[src/rtl/fractal_sync_nbr_initiator.sv]
// Neighbor-protocol initiator: turns one sync/lock/free command into a request pulse.
// Tracks the response to completion. Optional wait timeout: FSYNC_NBR_INIT_TIMEOUT_EN.
package fractal_sync_nbr_pkg;
  localparam int unsigned NBR_ID_W = 2;

  typedef struct packed {
    logic [NBR_ID_W-1:0] id;
  } fsync_nbr_req_sig_t;

  typedef struct packed {
    logic               sync;
    logic               lock;
    logic               free;
    fsync_nbr_req_sig_t sig;
  } fsync_nbr_req_t;

  typedef struct packed {
    logic                aggr;
    logic [NBR_ID_W-1:0] id;
  } fsync_nbr_rsp_sig_t;

  typedef struct packed {
    logic               wake;
    logic               grant;
    logic               error;
    fsync_nbr_rsp_sig_t sig;
  } fsync_nbr_rsp_t;
endpackage

module fractal_sync_nbr_initiator #(
  parameter type fsync_req_t = fractal_sync_nbr_pkg::fsync_nbr_req_t,
  parameter type fsync_rsp_t = fractal_sync_nbr_pkg::fsync_nbr_rsp_t,
  parameter int unsigned ID_W = 2,
  parameter int unsigned TIMEOUT_CYCLES = 1024
) (
  input  logic            clk_i,
  input  logic            rst_ni,
  input  logic            cmd_valid_i,
  output logic            cmd_ready_o,
  input  logic [1:0]      cmd_op_i,
  input  logic [ID_W-1:0] cmd_id_i,
  output fsync_req_t      req_o,
  input  fsync_rsp_t      rsp_i,
  output logic            busy_o,
  output logic            grant_o,
  output logic            done_o,
  output logic            done_err_o,
  output logic            done_timeout_o,
  output logic [ID_W-1:0] done_id_o
);

  localparam logic [1:0] IDLE  = 2'd0;
  localparam logic [1:0] ISSUE = 2'd1;
  localparam logic [1:0] WAIT  = 2'd2;
  localparam logic [1:0] DONE  = 2'd3;

  logic [1:0]      state_q;
  logic [1:0]      op_q;
  logic [ID_W-1:0] id_q;
  fsync_req_t      req_q;
  logic            grant_q;
  logic            err_q;
  logic            to_q;
  logic            wake;
  logic            rsp_err;
  logic            tmo;
  logic            posted;
  logic            unused_ok;

  assign wake    = rsp_i.wake;
  assign rsp_err = rsp_i.error | (rsp_i.sig.id != id_q);
  assign posted  = (state_q == ISSUE) && (op_q != 2'd0);

`ifdef FSYNC_NBR_INIT_TIMEOUT_EN
  localparam int unsigned CNT_W = $clog2(TIMEOUT_CYCLES);

  logic [CNT_W-1:0] cnt_q;

  assign tmo = (state_q == WAIT) &&
               (cnt_q == CNT_W'(TIMEOUT_CYCLES - 1));

  always_ff @(posedge clk_i) begin
    if (!rst_ni) begin
      cnt_q <= '0;
    end else if (state_q == IDLE && cmd_valid_i) begin
      cnt_q <= '0;
    end else if (state_q == WAIT) begin
      cnt_q <= cnt_q + 1'b1;
    end
  end

  assign unused_ok = ^rsp_i.sig.aggr;
`else
  assign tmo       = 1'b0;
  assign unused_ok = ^rsp_i.sig.aggr ^ (TIMEOUT_CYCLES == 0);
`endif

  always_ff @(posedge clk_i) begin
    if (!rst_ni) begin
      state_q <= IDLE;
      op_q    <= '0;
      id_q    <= '0;
      req_q   <= '0;
      grant_q <= 1'b0;
      err_q   <= 1'b0;
      to_q    <= 1'b0;
    end else begin
      req_q <= '0;
      unique case (state_q)
        IDLE: begin
          if (cmd_valid_i) begin
            op_q  <= cmd_op_i;
            id_q  <= cmd_id_i;
            to_q  <= 1'b0;
            err_q <= (cmd_op_i == 2'd3);
            if (cmd_op_i == 2'd3) begin
              state_q <= DONE;
            end else begin
              state_q         <= ISSUE;
              req_q.sync      <= (cmd_op_i == 2'd0);
              req_q.lock      <= (cmd_op_i == 2'd1);
              req_q.free      <= (cmd_op_i == 2'd2);
              req_q.sig.id    <= cmd_id_i;
            end
          end
        end
        ISSUE, WAIT: begin
          // Wake beats a simultaneous grant or timeout
          if (posted) begin
            state_q <= DONE;
            grant_q <= 1'b0;
          end else if (wake) begin
            state_q <= DONE;
            err_q   <= rsp_err;
            grant_q <= 1'b0;
          end else if (tmo) begin
            state_q <= DONE;
            err_q   <= 1'b1;
            to_q    <= 1'b1;
            grant_q <= 1'b0;
          end else begin
            state_q <= WAIT;
            if (rsp_i.grant) grant_q <= 1'b1;
          end
        end
        DONE: begin
          state_q <= IDLE;
        end
      endcase
    end
  end

  assign cmd_ready_o    = (state_q == IDLE);
  assign busy_o         = (state_q != IDLE);
  assign req_o          = req_q;
  assign grant_o        = grant_q;
  assign done_o         = (state_q == DONE);
  assign done_err_o     = err_q;
  assign done_timeout_o = to_q;
  assign done_id_o      = id_q;

endmodule

[config.mk]
export PLATFORM = sky130hd
export DESIGN_NAME = fractal_sync_nbr_initiator
export DESIGN_NICKNAME = d
export VERILOG_FILES = /design/src/rtl/fractal_sync_nbr_initiator.sv
export SDC_FILE = /design/constraint.sdc
export NUM_CORES = 1
export LEC_CHECK = 0
export ABC_AREA = 1
export CORE_AREA = 2 2 46 48
export DETAILED_ROUTE_END_ITERATION = 6
export DIE_AREA = 0 0 48 50
export HOLD_SLACK_MARGIN = 0.12
export SYNTH_ARGS = -nofsm -noshare
export SYNTH_HDL_FRONTEND = slang
export SYNTH_SLANG_ARGS = --single-unit
[constraint.sdc]
create_clock -name clk_i -period 3.7 [get_ports clk_i]
set_input_delay 0.74 -clock clk_i [delete_from_list [all_inputs] [get_ports clk_i]]
set_output_delay 0.74 -clock clk_i [all_outputs]
set_load 0.005 [all_outputs]
== Word-level counts from Yosys, hierarchy flattened ==
Cells that the tools add are included.
Cells by class
  equality and inequality tests: 10
  mux-type cells: 12
  bitwise operators: 4
  reductions and logical operators: 12
Operator list (number)
  $eq 2x2->1 const B: 4
  $mux 1: 8
  $ne 2x2->1 const B: 3
  $pmux 2 s3: 1
  $reduce_bool 2->1: 3
  $eq 2x1->1 const B: 2
  $logic_not 2->1: 2
  $mux 2: 2
  $reduce_and 2->1: 2
  $reduce_and 4->1: 1
  $reduce_or 4->1: 1
  $not 1->1: 3
  $reduce_bool 3->1: 1
  $ne 2x2->1: 1
  $pmux 1 s2: 1
  $reduce_or 2->1: 1
  $logic_and 1x1->1: 1
  $or 1x1->1: 1
Word-level totals
  bits in registers: 13
  input bits: 13
  output and inout bits: 13
  logic and storage cells: 47

== Longest topological paths before layout ==
Gate-level depths: netlist of the first run.
  word-level depth: 5
  mapped depth: 9
  depth with buffers taken out: 9

== Worst setup path after synthesis of the first run ==
Ideal clock, no wire load.
  kind: reg-to-output
  from: register state_q[0]
  to: output port busy_o
  data arrival time: 0.712 ns
  required time: 2.960 ns
  path slack: 2.248 ns
  stages on the path, launching flop included: 4
  buffers on the path: 0
  cell sequence: dfxtp_1 inv_1 ha_1 inv_2
Between the ends
  cells in the longest elaborated chain, start to end: 1
RTL lines
  from (decl): line 57  | logic [1:0] state_q;
  from (signal assigned): line 100  | state_q <= IDLE;
  from (signal assigned): line 117  | state_q <= DONE;
  from (signal assigned): line 119  | state_q <= ISSUE;
  $reduce_bool 2->1: line 154  | assign busy_o = (state_q != IDLE);
  to (decl): line 44  | output logic busy_o,
Every way passes these cells.

== Worst setup path after layout of the first run ==
Same ends and word-level chain as after synthesis.

==> impl_metrics.prom, run 1 <==
# TYPE chip_impl_metric gauge
chip_impl_metric{name="tns",unit="ns"} 0
chip_impl_metric{name="leakage",unit="uW"} 0.000417
chip_impl_info{name="yosys_most_used_dff",value="sky130_fd_sc_hd__dfxtp_1"} 1
chip_impl_metric{name="chipWidth",unit="um"} 48
chip_impl_metric{name="period_minus_slack",unit="ns"} 2.31
chip_impl_metric{name="nets",unit=""} 131
chip_impl_metric{name="drc_markers",unit=""} 0
chip_impl_metric{name="synth_top_cell_area_share",unit=""} 0.421
chip_impl_metric{name="worstPathMaxFanout",unit=""} 4
chip_impl_metric{name="die-area",unit="um^2"} 2400
chip_impl_metric{name="detail_route.wirelength",unit="um"} 1290
chip_impl_metric{name="n_antenna_cell",unit=""} 0
chip_impl_metric{name="vdd_drop_max",unit="V"} 0.000246
chip_impl_metric{name="placementRows",unit=""} 16
chip_impl_metric{name="post_cts.resized_instances",unit=""} 0
chip_impl_metric{name="layout-drive-gt1-share",unit=""} 0.0796
chip_impl_metric{name="cts_buffers",unit=""} 3
chip_impl_metric{name="achievable-frequency",unit="GHz"} 0.433
chip_impl_metric{name="grt_use_total",unit=""} 0.129
chip_impl_metric{name="critical_path_required",unit="ns"} 2.96
chip_impl_metric{name="gp_congestion",unit=""} 0.675
chip_impl_metric{name="seqCellArea",unit="um^2"} 260
chip_impl_metric{name="netlist_instances",unit=""} 87
chip_impl_metric{name="port_buffers",unit=""} 23
chip_impl_metric{name="final_cycle_utilization_of_the_critical_path",unit=""} 0.625
chip_impl_metric{name="drtAntennaViolNets",unit=""} 0
chip_impl_metric{name="detail_route.first_pass.iterations",unit=""} 4
chip_impl_info{name="tritoncts_clock_tree",value="yes"} 1
chip_impl_metric{name="grt_overflow",unit=""} 0
chip_impl_metric{name="ys_seq_elements",unit=""} 13
chip_impl_metric{name="core-area",unit="um^2"} 1900
chip_impl_metric{name="fill_cells",unit=""} 198
chip_impl_info{name="post-synth-top-count-cell",value="sky130_fd_sc_hd__nand2_1"} 1
chip_impl_metric{name="cellPowerDensity",unit="nW/um^2"} 558
chip_impl_metric{name="cts_setup_buffers",unit=""} 0
chip_impl_metric{name="clock_skew",unit="ns"} 0.00190
chip_impl_metric{name="seq_area_frac_synth",unit=""} 0.421
chip_impl_metric{name="postPlaceCellArea",unit="um^2"} 875
chip_impl_metric{name="grt_first_pass_wirelength",unit="um"} 2110
chip_impl_info{name="hold_class",value="reg2reg"} 1
chip_impl_metric{name="synth-edff-count",unit=""} 0
chip_impl_metric{name="vias_per_cell",unit=""} 4.19
chip_impl_info{name="synthTopCellsByCount",value="sky130_fd_sc_hd__nand2_1, sky130_fd_sc_hd__inv_1, sky130_fd_sc_hd__dfxtp_1"} 1
chip_impl_metric{name="max-clock-path-buffers",unit=""} 2
chip_impl_metric{name="htree_levels",unit=""} 1
chip_impl_info{name="post-synth-top-area-cell",value="sky130_fd_sc_hd__dfxtp_1"} 1
chip_impl_metric{name="initial_core_util",unit=""} 0.325
chip_impl_metric{name="design_area",unit="um^2"} 902
chip_impl_metric{name="wire_per_inst",unit="um"} 9.20
chip_impl_metric{name="cts_hold_buf",unit=""} 0
chip_impl_metric{name="drt-initial-drc-count",unit=""} 5
chip_impl_metric{name="grt_max_degree",unit=""} 9
chip_impl_metric{name="synth.net_count",unit=""} 104
chip_impl_metric{name="dr_total_vias",unit=""} 587
chip_impl_metric{name="cts_clock_pin_slew_for_the_worst_setup_and_hold_paths",unit="ns"} 0.08
chip_impl_info{name="synth.top_cells.by_area",value="sky130_fd_sc_hd__dfxtp_1, sky130_fd_sc_hd__nand2_1, sky130_fd_sc_hd__inv_1, sky130_fd_sc_hd__ha_1, sky130_fd_sc_hd__a21oi_1"} 1
chip_impl_info{name="ctsRootBufferMaster",value="sky130_fd_sc_hd__clkbuf_4"} 1
chip_impl_metric{name="arrival",unit="ns"} 1.57
chip_impl_metric{name="design.portCount",unit=""} 26
chip_impl_metric{name="ys_async_sr_fraction",unit=""} 0
chip_impl_metric{name="hold_slack",unit="ns"} 0.468
chip_impl_info{name="status",value="complete, no violations"} 1
chip_impl_metric{name="slew_viol_final",unit=""} 0
chip_impl_metric{name="multiInputGateArea",unit="um^2"} 287
chip_impl_metric{name="finalHoldViolations",unit=""} 0
chip_impl_metric{name="cts.sinks",unit=""} 13
chip_impl_metric{name="finalSetupViolCount",unit=""} 0
chip_impl_metric{name="synth_area",unit="um^2"} 618
chip_impl_metric{name="synthDistinctLibCells",unit=""} 17
chip_impl_metric{name="drv_cap",unit=""} 0
chip_impl_metric{name="synth.avg_cell_area",unit="um^2"} 7.10
chip_impl_info{name="critical_path_class",value="reg2out"} 1
chip_impl_metric{name="ys_warn_count",unit=""} 0
chip_impl_info{name="worst_setup_path_start_kind",value="register"} 1
chip_impl_metric{name="fp.dieH",unit="um"} 50
chip_impl_metric{name="syn_to_final_growth",unit="%"} 46.0
chip_impl_metric{name="number_of_global_route_vias_before_repair",unit=""} 518
chip_impl_info{name="critical_path.endpoint_type",value="output pin"} 1
chip_impl_metric{name="dp_hpwl",unit="um"} 1010
chip_impl_info{name="grt_setup_unrepaired",value="false"} 1
chip_impl_metric{name="grt_antenna_before_repair",unit=""} 0
chip_impl_metric{name="clock_insertion_delay_worst_skew",unit="ns"} 0.28
==> metal layers <==
metal / GRT usage / part of all wire / vias to the layer above
met5: 0 / 0 / -
met4: 0.108 / 0.015 / 0
met3: 0.0220 / 0.043 / 2
met2: 0.187 / 0.46 / 16
met1: 0.157 / 0.48 / 254
li1: - / - / 315
==> flip-flops by register name (all words and copies together) (netlist names) <==
signal,cells
done_err_o,1
state_q,2
grant_o,1
done_id_o,2
req_o,5
op_q,2
==> critical path, stage by stage, from the launching register on <==
cell	delay, ns
sky130_fd_sc_hd__dfxtp_1	0.40
sky130_fd_sc_hd__inv_1	0.08
sky130_fd_sc_hd__ha_1	0.24
sky130_fd_sc_hd__inv_2	0.08
sky130_fd_sc_hd__clkdlybuf4s50_1	0.49
==> power by group <==
group | total, uW | internal (uW) | switching (uW) | leakage (uW)
sequential | 182 | 167 | 15.9 | 0.000107
clock | 88.6 | 40.1 | 48.5 | 0.0000177
combinational | 232 | 117 | 115 | 0.000292
==> path summary, 6_finish.rpt <==
path | from | endpoint | slack (ns) | cells after the start
max | state_q[0] | busy_o | 1.39 | 4
min | op_q[0] | op_q[0] | 0.47 | 2
max reg2reg | state_q[0] | done_err_o | 2.19 | 9
min reg2reg | op_q[0] | op_q[0] | 0.47 | 2
==> cells in the final DEF (no fill, tap or decap), drive strengths merged <==
master,count
dfxtp,13
inv,17
o21ai,4
a21oi,5
ha,4
o21bai,2
conb,1
or2,1
clkinv,1
nor2,7
nand2,24
clkbuf,3
nor3,3
nand3,3
clkdlybuf4s50,23
a31oi,2
==> layout make-up <==
type / count / area share
inverters: 17 / 0.0707
flip-flops and latches: 13 / 0.288
multi-input cells: 56 / 0.318
well taps: 27 / 0.0374
repair buffers: 23 / 0.255
clock buffers: 3 / 0.0250
clock inverters: 1 / 0.00555
==> per-stage QoR <==
stage | std cells | utilization | setup slack [ns] | power (uW)
2_1_floorplan | 87 | - | 2.25 | 325
3_5_place_dp | 136 | 0.460 | 1.70 | 418
3_3_place_gp | 136 | 0.460 | 1.72 | 417
4_1_cts | 140 | 0.474 | 1.38 | 509
5_1_grt | 140 | 0.474 | 1.31 | 554
6_report | 140 | 0.474 | 1.39 | 503
==> cell families after synthesis <==
family | Yosys count | synth area share
adders and majority gates | 4 | 0.0810
DFF | 13 | 0.421
AOI/OAI and AO/OA | 13 | 0.117
buffers and inverters | 18 | 0.115
other | 1 | 0.00607
and+or+nand+nor | 38 | 0.259
Note: power is estimated with default switching activity, not from simulation.
==> run 2: changes to the inputs <==
- clock period: 3.7 -> 2.37 ns (I/O delays scaled with it)
==> run 2 against run 1 <==
Against the previous run:
- core utilization is 0.066 points lower
- critical path depth is the same
- flip-flop and latch count did not move
- clock-buffer cell count increased by 1
==> impl_metrics.prom, run 2 (synthesized netlist as in run 1, its figures left out) <==
# TYPE chip_impl_metric gauge
chip_impl_info{name="status",value="complete, no violations"} 1
chip_impl_metric{name="die-area",unit="um^2"} 2400
chip_impl_metric{name="routed-wl-met3",unit="um"} 79
chip_impl_metric{name="post-place-ws",unit="ns"} 0.649
chip_impl_metric{name="cpPeakStageDelay",unit="ns"} 0.49
chip_impl_metric{name="cts_setup_buffers",unit=""} 0
chip_impl_metric{name="arrival",unit="ns"} 1.58
chip_impl_metric{name="fin_ws",unit="ns"} 0.318
chip_impl_metric{name="cts_buffers",unit=""} 3
chip_impl_metric{name="clock_skew",unit="ns"} 0.0139
chip_impl_metric{name="critical_path_required",unit="ns"} 1.90
chip_impl_info{name="tritoncts_clock_tree",value="yes"} 1
chip_impl_info{name="crit_path_top_delay_cell",value="sky130_fd_sc_hd__clkdlybuf4s50_1"} 1
chip_impl_metric{name="wl_met2",unit="um"} 563
chip_impl_info{name="critical_path.endpoint_type",value="output pin"} 1
chip_impl_metric{name="tns",unit="ns"} 0
chip_impl_metric{name="grt_first_pass_wirelength",unit="um"} 2060
chip_impl_metric{name="syn_to_final_growth",unit="%"} 45.7
chip_impl_metric{name="grt_max_degree",unit=""} 8
chip_impl_metric{name="largest_register_ff_count",unit=""} 5
chip_impl_metric{name="fill_cells",unit=""} 197
chip_impl_metric{name="chipWidth",unit="um"} 48
chip_impl_metric{name="number_of_global_route_vias_before_repair",unit=""} 526
chip_impl_info{name="setup.worst_path.start",value="state_q[0]"} 1
chip_impl_metric{name="nets",unit=""} 131
chip_impl_metric{name="dp_hpwl",unit="um"} 992
chip_impl_metric{name="finalSetupViolCount",unit=""} 0
chip_impl_metric{name="achievable-frequency",unit="GHz"} 0.487
chip_impl_metric{name="cts.sinks",unit=""} 13
chip_impl_metric{name="grt_antenna_before_repair",unit=""} 0
chip_impl_metric{name="setup.reg_to_reg.worst_slack",unit="ns"} 0.84
chip_impl_metric{name="dr_total_vias",unit=""} 601
chip_impl_info{name="hold_class",value="reg2reg"} 1
chip_impl_metric{name="placementRows",unit=""} 16
chip_impl_metric{name="routedLengthMet1",unit="um"} 598
chip_impl_metric{name="grt_use_total",unit=""} 0.124
chip_impl_metric{name="cellPowerDensity",unit="nW/um^2"} 873
chip_impl_info{name="critical-path-top-delay-family",value="buffers and inverters"} 1
chip_impl_metric{name="worstPathMaxFanout",unit=""} 4
chip_impl_metric{name="detail_route.first_pass.iterations",unit=""} 4
chip_impl_info{name="min_from",value="op_q[0]"} 1
chip_impl_info{name="timing.critical_path.cells",value="inv_1 -> ha_1 -> inv_2 -> clkdlybuf4s50_1"} 1
chip_impl_metric{name="fp.dieH",unit="um"} 50
chip_impl_metric{name="drtAntennaViolNets",unit=""} 0
chip_impl_info{name="worst_setup_path_start_kind",value="register"} 1
chip_impl_info{name="grt_setup_unrepaired",value="false"} 1
chip_impl_metric{name="port_buffers",unit=""} 23
chip_impl_metric{name="vdd_drop_max",unit="V"} 0.000451
chip_impl_metric{name="drv_cap",unit=""} 0
chip_impl_metric{name="worstHoldPathCells",unit=""} 2
chip_impl_info{name="ctsRootBufferMaster",value="sky130_fd_sc_hd__clkbuf_4"} 1
chip_impl_metric{name="final_cycle_utilization_of_the_critical_path",unit=""} 0.866
chip_impl_metric{name="clock_insertion_delay_worst_skew",unit="ns"} 0.28
chip_impl_metric{name="period_minus_slack",unit="ns"} 2.05
chip_impl_metric{name="slew_viol_final",unit=""} 0
chip_impl_metric{name="layout-drive-gt1-share",unit=""} 0.0708
chip_impl_metric{name="final_util",unit=""} 0.474
chip_impl_metric{name="cts_hold_buf",unit=""} 0
chip_impl_metric{name="core-area",unit="um^2"} 1900
chip_impl_metric{name="gp_congestion",unit=""} 0.675
chip_impl_metric{name="post_cts.resized_instances",unit=""} 0
chip_impl_info{name="timing.rr.start",value="state_q[0]"} 1
chip_impl_info{name="commonest_non_fill_non_tap_cells_in_the_layout",value="sky130_fd_sc_hd__nand2_1, sky130_fd_sc_hd__clkdlybuf4s50_1, sky130_fd_sc_hd__inv_1"} 1
chip_impl_metric{name="worst_r2r_path_depth",unit=""} 9
chip_impl_metric{name="grt_overflow",unit=""} 0
chip_impl_metric{name="htree_levels",unit=""} 1
chip_impl_metric{name="leakage",unit="uW"} 0.000414
chip_impl_metric{name="finalHoldViolations",unit=""} 0
chip_impl_metric{name="crit_buf_inv",unit=""} 3
chip_impl_metric{name="cts_clock_pin_slew_for_the_worst_setup_and_hold_paths",unit="ns"} 0.09
chip_impl_metric{name="drc_markers",unit=""} 0
chip_impl_metric{name="design.portCount",unit=""} 26
chip_impl_metric{name="n_antenna_cell",unit=""} 0
chip_impl_metric{name="worstSetupPathDepth",unit=""} 4
chip_impl_metric{name="drt-initial-drc-count",unit=""} 16
chip_impl_metric{name="max-clock-path-buffers",unit=""} 2
chip_impl_info{name="critical_path_class",value="reg2out"} 1
chip_impl_metric{name="initial_core_util",unit=""} 0.325
chip_impl_metric{name="detail_route.wirelength",unit="um"} 1260
chip_impl_metric{name="vias_per_cell",unit=""} 4.29
chip_impl_info{name="maxUsedRoutingLayer",value="met4"} 1
chip_impl_metric{name="wire_per_inst",unit="um"} 9.03
==> run 2: final cells by class <==
| type | count | area, um^2 | share of cell area |
|---|---|---|---|
| clock buffers | 4 | 26.3 | 0.0292 |
| inverters | 17 | 63.8 | 0.0708 |
| multi-input cells | 56 | 287 | 0.318 |
| flip-flops and latches | 13 | 260 | 0.289 |
| well taps | 27 | 33.8 | 0.0375 |
| repair buffers | 23 | 230 | 0.256 |
==> run 2: power by group <==
part           leakage, uW  switching (uW)  internal (uW)
Combinational     0.000292             180            183
Sequential        0.000107            24.4            260
Clock            0.0000150            73.0           65.2
==> run 2: per-stage QoR <==
| stage | power, uW | area [um^2] | hold WS (ns) | cells |
|---|---|---|---|---|
| finish | 786 | 901 | 0.468 | 140 |
| global route | 861 | 901 | 0.490 | 140 |
| floorplan | 507 | 618 | 0.445 | 87 |
| detailed placement | 653 | 875 | 0.465 | 136 |
| CTS | 795 | 901 | 0.476 | 140 |
| global placement | 652 | 875 | 0.456 | 136 |
==> run 2: per-layer routing <==
metal / global-route usage / vias up
li1: - / 319
met1: 0.160 / 258
met2: 0.173 / 22
met3: 0.0220 / 2
met4: 0.0946 / 0
met5: 0 / -
==> run 2: path summary, 6_finish.rpt <==
| check | to |
|---|---|
| worst max-delay path | busy_o |
| worst min-delay path | op_q[0] |
| worst max register to register | done_err_o |
| worst min register to register | op_q[0] |
==> run 2: worst min-delay path, cell delays in order (launching register included) <==
cell,delay [ns]
sky130_fd_sc_hd__dfxtp_1,0.31
sky130_fd_sc_hd__nand2_1,0.06
sky130_fd_sc_hd__a21oi_1,0.06
==> run 3: changes to the inputs <==
- ABC_AREA: 1 -> 0
- MAX_ROUTING_LAYER: unset -> met4
- clock period: 2.37 -> 1.9 ns (I/O delays scaled with it)
==> run 3 against run 2 <==
Against the previous run:
- core utilization up 0.99 points
- critical path depth stayed put
- register-to-register slack lost 0.41 ns
- area after synthesis grew 2.4%
- clock-buffer cell count unchanged
- sequential power increased by 23%
- synthesized cell count shrank 22%
- clock skew fell by 0.0091 ns
- worst hold slack lost 0.0078 ns
- worst setup slack got worse by 0.23 ns
- die area unchanged
==> impl_metrics.prom, run 3 <==
# TYPE chip_impl_metric gauge
chip_impl_info{name="mostFrequentLayoutCell",value="sky130_fd_sc_hd__clkdlybuf4s50_1"} 1
chip_impl_metric{name="achievable-frequency",unit="GHz"} 0.551
chip_impl_metric{name="fp.dieH",unit="um"} 50
chip_impl_metric{name="synth.net_count",unit=""} 85
chip_impl_metric{name="seq_area_frac_synth",unit=""} 0.411
chip_impl_metric{name="design_area",unit="um^2"} 920
chip_impl_metric{name="die-area",unit="um^2"} 2400
chip_impl_metric{name="wire_per_inst",unit="um"} 10.7
chip_impl_metric{name="critical_path_required",unit="ns"} 1.52
chip_impl_info{name="timing.rr.start",value="state_q[0]"} 1
chip_impl_metric{name="fill_cells",unit=""} 191
chip_impl_metric{name="max-clock-path-buffers",unit=""} 2
chip_impl_metric{name="worstPathMaxFanout",unit=""} 4
chip_impl_metric{name="clock_skew",unit="ns"} 0.00477
chip_impl_metric{name="largest_register_ff_count",unit=""} 5
chip_impl_metric{name="detail_route.first_pass.iterations",unit=""} 4
chip_impl_info{name="worst_setup_path_start_kind",value="register"} 1
chip_impl_metric{name="core-area",unit="um^2"} 1900
chip_impl_metric{name="final_cycle_utilization_of_the_critical_path",unit=""} 0.954
chip_impl_metric{name="seqCellArea",unit="um^2"} 263
chip_impl_metric{name="cellPowerDensity",unit="nW/um^2"} 1030
chip_impl_metric{name="final_util",unit=""} 0.484
chip_impl_metric{name="n_antenna_cell",unit=""} 0
chip_impl_metric{name="grt_use_total",unit=""} 0.128
chip_impl_metric{name="chipWidth",unit="um"} 48
chip_impl_info{name="hold_class",value="reg2reg"} 1
chip_impl_metric{name="power_frac_seq",unit=""} 0.370
chip_impl_info{name="ctsRootBufferMaster",value="sky130_fd_sc_hd__clkbuf_4"} 1
chip_impl_metric{name="dp_hpwl",unit="um"} 1030
chip_impl_metric{name="finalSetupViolCount",unit=""} 0
chip_impl_metric{name="synthDistinctLibCells",unit=""} 26
chip_impl_metric{name="cts_clock_pin_slew_for_the_worst_setup_and_hold_paths",unit="ns"} 0.08
chip_impl_metric{name="grt_antenna_before_repair",unit=""} 0
chip_impl_info{name="rr_endpoint",value="done_err_o"} 1
chip_impl_metric{name="detail_route.wirelength",unit="um"} 1300
chip_impl_metric{name="drtAntennaViolNets",unit=""} 0
chip_impl_metric{name="ys_seq_elements",unit=""} 13
chip_impl_metric{name="synth.avg_cell_area",unit="um^2"} 9.31
chip_impl_metric{name="design.portCount",unit=""} 26
chip_impl_metric{name="cts_buffers",unit=""} 3
chip_impl_info{name="grt_setup_unrepaired",value="false"} 1
chip_impl_metric{name="grt_overflow",unit=""} 0
chip_impl_metric{name="placementRows",unit=""} 16
chip_impl_metric{name="drv_cap",unit=""} 0
chip_impl_metric{name="ys_async_sr_fraction",unit=""} 0
chip_impl_info{name="status",value="complete, no violations"} 1
chip_impl_metric{name="p_int",unit="uW"} 647
chip_impl_metric{name="port_buffers",unit=""} 23
chip_impl_metric{name="arrival",unit="ns"} 1.43
chip_impl_metric{name="grt_max_degree",unit=""} 12
chip_impl_info{name="synth.top_cells.by_area",value="sky130_fd_sc_hd__dfxtp_1, sky130_fd_sc_hd__ha_1, sky130_fd_sc_hd__nand3_1, sky130_fd_sc_hd__a21boi_0, sky130_fd_sc_hd__nand2_1"} 1
chip_impl_info{name="commonest_non_fill_non_tap_cells_in_the_layout",value="sky130_fd_sc_hd__clkdlybuf4s50_1, sky130_fd_sc_hd__dfxtp_1, sky130_fd_sc_hd__nand2_1"} 1
chip_impl_metric{name="slew_viol_final",unit=""} 0
chip_impl_info{name="synthTopCellsByCount",value="sky130_fd_sc_hd__dfxtp_1, sky130_fd_sc_hd__nand2_1, sky130_fd_sc_hd__nand3_1"} 1
chip_impl_metric{name="switchingPower",unit="uW"} 299
chip_impl_metric{name="postPlaceCellArea",unit="um^2"} 888
chip_impl_metric{name="finalHoldViolations",unit=""} 0
chip_impl_metric{name="netlist_instances",unit=""} 68
chip_impl_metric{name="vdd_drop_max",unit="V"} 0.000621
chip_impl_metric{name="fin_ws",unit="ns"} 0.0865
chip_impl_metric{name="worstHoldPathCells",unit=""} 2
chip_impl_metric{name="leakage",unit="uW"} 0.000385
chip_impl_metric{name="setup.reg_to_reg.worst_slack",unit="ns"} 0.43
chip_impl_metric{name="number_of_global_route_vias_before_repair",unit=""} 508
chip_impl_info{name="post-synth-top-count-cell",value="sky130_fd_sc_hd__dfxtp_1"} 1
chip_impl_metric{name="multiInputGateArea",unit="um^2"} 333
chip_impl_info{name="yosys_most_used_dff",value="sky130_fd_sc_hd__dfxtp_1"} 1
chip_impl_metric{name="power_frac_comb",unit=""} 0.455
chip_impl_metric{name="ys_warn_count",unit=""} 0
chip_impl_metric{name="clkPwrFrac",unit=""} 0.176
chip_impl_metric{name="drt-initial-drc-count",unit=""} 6
chip_impl_info{name="hold_path_end",value="done_err_o"} 1
chip_impl_metric{name="clock_insertion_delay_worst_skew",unit="ns"} 0.27
chip_impl_metric{name="synth_area",unit="um^2"} 633
chip_impl_metric{name="drc_markers",unit=""} 0
chip_impl_metric{name="period_minus_slack",unit="ns"} 1.81
chip_impl_metric{name="grt_first_pass_wirelength",unit="um"} 2130
chip_impl_metric{name="synth-edff-count",unit=""} 0
chip_impl_metric{name="vias_per_cell",unit=""} 4.60
chip_impl_metric{name="nets",unit=""} 112
chip_impl_info{name="critical_path_class",value="reg2out"} 1
chip_impl_metric{name="synth_top_cell_area_share",unit=""} 0.411
chip_impl_info{name="critical_path.endpoint_type",value="output pin"} 1
chip_impl_metric{name="p_sw_frac",unit=""} 0.316
chip_impl_metric{name="htree_levels",unit=""} 1
chip_impl_metric{name="gp_congestion",unit=""} 0.756
chip_impl_metric{name="hold_slack",unit="ns"} 0.460
chip_impl_metric{name="syn_to_final_growth",unit="%"} 45.3
chip_impl_info{name="tritoncts_clock_tree",value="yes"} 1
chip_impl_metric{name="worst_r2r_path_depth",unit=""} 6
chip_impl_info{name="min_from",value="done_err_o"} 1
chip_impl_info{name="post-synth-top-area-cell",value="sky130_fd_sc_hd__dfxtp_1"} 1
chip_impl_metric{name="cts_setup_buffers",unit=""} 0
chip_impl_metric{name="tns",unit="ns"} 0
chip_impl_metric{name="cts.sinks",unit=""} 13
chip_impl_metric{name="layout-drive-gt1-share",unit=""} 0.117
chip_impl_metric{name="dr_total_vias",unit=""} 557
chip_impl_metric{name="post-place-ws",unit="ns"} 0.263
chip_impl_metric{name="initial_core_util",unit=""} 0.333
==> run 3: worst max-delay path by stage <==
stage | startpoint | end | slack [ns] | depth (start not counted)
after CTS | state_q[1] | busy_o | 0.006 | 4
after detailed placement | cmd_valid_i | done_err_o | 0.26 | 4
after global placement | cmd_valid_i | done_err_o | 0.25 | 4
after global routing | state_q[0] | busy_o | 0.004 | 4
final | state_q[0] | busy_o | 0.09 | 4
after floorplan | state_q[0] | done_err_o | 0.49 | 6
==> run 3: layer usage <==
layer,part of all wire,vias to the layer above,global-route usage
met5,0,-,-
met4,0.0069,0,0.0405
met3,0.084,2,0.0549
met2,0.48,24,0.198
met1,0.43,248,0.147
li1,-,283,-
==> run 3: cells by family after synthesis <==
logic type | Yosys count | synth area share
buffers and inverters | 7 | 0.0672
xor gates and xnor gates | 2 | 0.0277
other | 1 | 0.00592
AOI/OAI and AO/OA | 13 | 0.158
and+or+nand+nor | 27 | 0.235
DFF | 13 | 0.411
adders and majority gates | 4 | 0.0791
muxes | 1 | 0.0158
==> run 3: timing repair <==
item,in CTS,in global routing
hold buffers,0,0
resized for setup,1,2
setup endpoints to repair,1,2
==> run 3: power groups by stage <==
stage                     clock, uW  sequential [uW]  combinational, uW
after floorplan                   0              352                264
after global placement            0              352                433
after detailed placement          0              353                433
after CTS                       179              348                437
after global routing            194              357                479
final                           166              349                430
==> run 3: cell type report <==
cell class | count | area share
clock buffer | 4 | 0.0286
inverter | 3 | 0.0122
multi-input combinational | 48 | 0.362
sequential | 13 | 0.286
tap | 27 | 0.0367
timing repair buffer | 26 | 0.275
==> run 3: metrics by stage <==
stage	total power, uW	std cells
finish	945	121
CTS	965	121
global route	1030	121
detailed placement	786	117
floorplan	616	68
global placement	785	117
==> run 3: critical path: stages, from the launching register on <==
cell and delay, ns:
sky130_fd_sc_hd__dfxtp_2 0.36, sky130_fd_sc_hd__inv_1 0.06, sky130_fd_sc_hd__ha_2 0.20, sky130_fd_sc_hd__inv_1 0.05
sky130_fd_sc_hd__clkdlybuf4s50_1 0.49
